[src/rtl/univ_shift_reg.sv]
// univ_shift_reg: WIDTH-bit universal shift register with counted burst-shift engine (optional Zero flag via SHREG_ZERO_FLAG_EN)
module univ_shift_reg #(
    parameter int WIDTH = 8,
    parameter int CNT_W = 4
) (
    input  logic             Clk,
    input  logic             Rst,
    input  logic             En,
    input  logic [2:0]       Mode,
    input  logic [WIDTH-1:0] D,
    input  logic             SinL,
    input  logic             SinR,
    input  logic             Start,
    input  logic [CNT_W-1:0] Cnt,
    output logic [WIDTH-1:0] Q,
    output logic [WIDTH-1:0] notQ,
    output logic             SoutL,
    output logic             SoutR,
    output logic             Busy,
    output logic             Done
`ifdef SHREG_ZERO_FLAG_EN
    ,
    output logic             Zero
`endif
);
    typedef enum logic [1:0] {IDLE, BURST, DONE} state_t;

    state_t           state;
    logic [CNT_W-1:0] burstCnt;
    logic [2:0]       burstMode;
    logic [2:0]       opMode;
    logic [WIDTH-1:0] opResult;
    logic             startOk;

    assign startOk = Start && (Mode >= 3'b010) && (Mode <= 3'b110);
    assign opMode  = (state == BURST) ? burstMode : Mode;

    // next Q for the selected operation; D only reaches the result on load
    always_comb begin
        opResult = Q;
        case (opMode)
            3'b001:  opResult = D;
            3'b010:  opResult = {Q[WIDTH-2:0], SinR};
            3'b011:  opResult = {SinL, Q[WIDTH-1:1]};
            3'b100:  opResult = {Q[WIDTH-2:0], Q[WIDTH-1]};
            3'b101:  opResult = {Q[0], Q[WIDTH-1:1]};
            3'b110:  opResult = {Q[WIDTH-1], Q[WIDTH-1:1]};
            3'b111:  opResult = '0;
            default: opResult = Q;
        endcase
    end

    // register, burst counter and IDLE/BURST/DONE sequencing
    always_ff @(posedge Clk) begin
        if (Rst) begin
            Q         <= '0;
            state     <= IDLE;
            burstCnt  <= '0;
            burstMode <= '0;
        end else begin
            case (state)
                IDLE: begin
                    if (startOk) begin
                        burstMode <= Mode;
                        burstCnt  <= Cnt;
                        state     <= (Cnt != '0) ? BURST : DONE;
                    end else if (En) begin
                        Q <= opResult;
                    end
                end
                BURST: begin
                    Q        <= opResult;
                    burstCnt <= burstCnt - 1'b1;
                    if (burstCnt == CNT_W'(1))
                        state <= DONE;
                end
                default: state <= IDLE;
            endcase
        end
    end

    assign notQ  = ~Q;
    assign SoutL = Q[WIDTH-1];
    assign SoutR = Q[0];
    assign Busy  = (state == BURST);
    assign Done  = (state == DONE);
`ifdef SHREG_ZERO_FLAG_EN
    assign Zero  = (Q == '0);
`endif
endmodule

[config.mk]
export PLATFORM = sky130hd
export DESIGN_NAME = univ_shift_reg
export DESIGN_NICKNAME = d
export VERILOG_FILES = /design/src/rtl/univ_shift_reg.sv
export SDC_FILE = /design/constraint.sdc
export NUM_CORES = 1
export LEC_CHECK = 0
export ABC_AREA = 1
export CORE_ASPECT_RATIO = 1.4
export CORE_UTILIZATION = 46
export DETAILED_ROUTE_END_ITERATION = 12
export PLACE_DENSITY = 0.79
export SYNTH_ARGS = -nofsm -noshare
export SYNTH_HDL_FRONTEND = slang
export SYNTH_SLANG_ARGS = --single-unit
[constraint.sdc]
create_clock -name Clk -period 1.7 [get_ports Clk]
set_clock_uncertainty 0.1 [all_clocks]
set_input_delay 0.34 -clock Clk [delete_from_list [all_inputs] [get_ports Clk]]
set_output_delay 0.34 -clock Clk [all_outputs]
set_load 0.01 [all_outputs]
==> qor.txt <==
# nets final: 266
Hold Startpoint: Mode[1]
Port buffer count: 40
Fin crit period: 1.66 ns
Ant. Diodes: 0
Gr usage total: 24.3%
Final setup viols: 0
Sequential area share after synthesis: 25.9%
Net Count, Synth: 219
FILL cells: 216
Worst skew pair latency: 0.31 ns
CP bufs+invs: 1
Cell depth of the worst setup path: 1
Arr. time, crit path: 1.22 ns
DRC Markers: 0
Crit path max-delay family: buffers and inverters
Final Util: 71.2%
FF-to-FF Start: state[0]$_SDFFE_PP0P_
Clock sink total: 17
Yosys reg bits: 17
First-pass DRT Iterations: 4
Routability-driven placement congestion ratio: 0.832
Largest net degree at the start of global routing: 18
Effective utilization at floorplan: 49.3%
Hold Crit Depth: 3
GR Overflow Total: 0
Total die area: 3080 um2
Reg2reg path depth: 10
Critical path cell sequence: clkdlybuf4s50_1
Worst hold path class: in2reg
Die Wd: 47.2 um
CTS max path bufs: 2
Slowest cell delay on critical path: 0.53 ns
WL per Instance: 11.3 um
H-Tree Depth: 1
Worst-path clk slew: 0.11 ns
Synth warn: 0
Syn Std Cell Area: 1320 um2
Maximum vdd drop: 0.721 mV
Placed cell area: 1790 um2
Yosys cell types: 31
Crit start category: register
Origin of the worst setup path: Q[6]$_SDFFE_PP0P_
Area grow syn2layout: 44.6%
Kind of critical path: reg2out
Req. time, crit path: 1.26 ns
Cells after Synth: 196
ANT nets after route: 0
Slew @ Worst Pin: 0.407 ns
Finished layout cell area: 1900 um2
CTS tree: built
Root buf cell: clkbuf_4
# placed instances: 274
# rows: 22
Max-slew headroom: 72.6%
CTS Buf Count: 3
Vias in the first global route: 1361
Pins Over Slew Limit: 0
Layout Cells excl Fill: 278
Power per cell area: 703 nW/um2
Dpl hpwl: 2400 um
Hold Fails Final Rpt: 0
I/O pins: 41
Core area: 2670 um2
CP Capture Type: primary output
Max-cap violation count: 0
Vias per inst: 4.92
Vias post-DR: 1367
Critical-path top delay cell: clkdlybuf4s50_1
Setup TNS: 0 ns
CP max FO: 5
Status: finished, final reports clean
Layout cells sized above 1: 22.7%
Leak: 0.957 nW
F_max: 604 MHz
Synthesized area per cell: 6.71 um2
Hold_buf cts: 0
Total power: 1.34 mW
First-pass GRT wire length: 5470 um
Die height: 65.3 um
DR iter-0 viols: 48
Total wire length: 3150 um
Postcts setup bufs: 0
Final Cycle Share: 97.4%
Initial antenna violation count: 0
[report_power, final]
group	total (mW)	leakage, nW	switching (mW)	internal (mW)
Clock	0.234	0.0177	0.146	0.0879
Sequential	0.489	0.144	0.0432	0.446
Combinational	0.613	0.796	0.336	0.277
[tightest hold or removal path: stages]
cell	delay, ns
dlymetal6s2s_1	0.17
nor2_1	0.11
a211oi_1	0.05
[placed cells by master (no fill, tap or decap), types with 3 or more instances in the layout]
cell / n
dlygate4sd2_1: 4
nand3_1: 10
nand3_2: 4
nand2_1: 51
dlymetal6s2s_1: 18
nand2_4: 10
clkbuf_4: 3
nor2_1: 33
dfxtp_2: 9
clkdlybuf4s50_1: 18
buf_4: 7
dfxtp_1: 7
inv_1: 21
a21oi_2: 8
a21oi_1: 10
a211oi_1: 3
[repair_timing]
item / in CTS / in global routing
pin swaps: 0 / 2
resized for setup: 13 / 26
endpoints found under the setup margin: 20 / 24
gates cloned: 0 / 0
[final cells by class]
class,count,area (um2),area share (%)
multi-input combinational,149,850,44.7
sequential,17,355,18.7
tap,36,45.0,2.37
inverter,23,91.3,4.80
clock inverter,1,5.00,0.263
clock buffer,3,22.5,1.18
timing repair buffer,49,533,28.0
[worst paths after layout]
check	endpoint	slack [ns]
min	burstMode[1]$_SDFFE_PP0P_	0.30
min reg2reg	burstMode[2]$_SDFFE_PP0P_	0.39
max reg2reg	Q[6]$_SDFFE_PP0P_	0.13
max	Q[6]	0.04
[flip-flops by register name, indices dropped and copies added, names as in the netlist]
name / flops
burstCnt: 4
state: 2
burstMode: 3
Q: 8
[logic make-up after synthesis]
family	count (synthesis)	share of synthesized area [%]
buffers and inverters	30	11.4
XOR/XNOR	1	0.666
adder cells (fa/ha/maj)	2	1.90
flip-flops	17	25.9
AND/OR/NAND/NOR	119	46.2
AO/OA/AOI/OAI	27	13.9
[routing by layer]
metal | part of all wire [%] | GRT usage (%)
met2 | 53 | 41.8
met1 | 41 | 26.1
met3 | 3.6 | 4.12
met5 | 0 | 0
met4 | 1.7 | 14.3
[synthesized netlist by cell type]
library cell	count	share of area [%]
nand2_1	52	15
nor2_1	33	9.4
inv_1	21	6.0
dfxtp_1	17	26
a21oi_1	10	3.8
nand3_1	10	3.8
a21oi_2	8	5.3
nand2_4	7	6.0
nand3_2	5	3.8
a211oi_1	3	1.7
buf_4	3	1.7
nand2_2	3	1.4
a31oi_1	2	0.95
ha_1	2	1.9
nor2_4	2	1.7
nor4_1	2	0.95
o21a_1	2	1.1
buf_1	1	0.29
buf_12	1	1.5
buf_6	1	0.86
clkbuf_1	1	0.29
inv_2	1	0.29
inv_4	1	0.48
nand2_8	1	1.5
nand3_4	1	1.3
nand4_1	1	0.48
nor2_2	1	0.48
o211ai_1	1	0.57
o21ai_0	1	0.38
or2_2	1	0.48
xnor2_1	1	0.67
[per-stage QoR]
step           hold slack [ns]  setup WS (ns)
3_3_place_gp             0.372         -0.231
2_1_floorplan            0.354          0.173
4_1_cts                  0.389        0.00299
3_5_place_dp             0.372         -0.246
6_report                 0.298         0.0438
5_1_grt                  0.313        -0.0120
(Power assumes the default switching activity.)
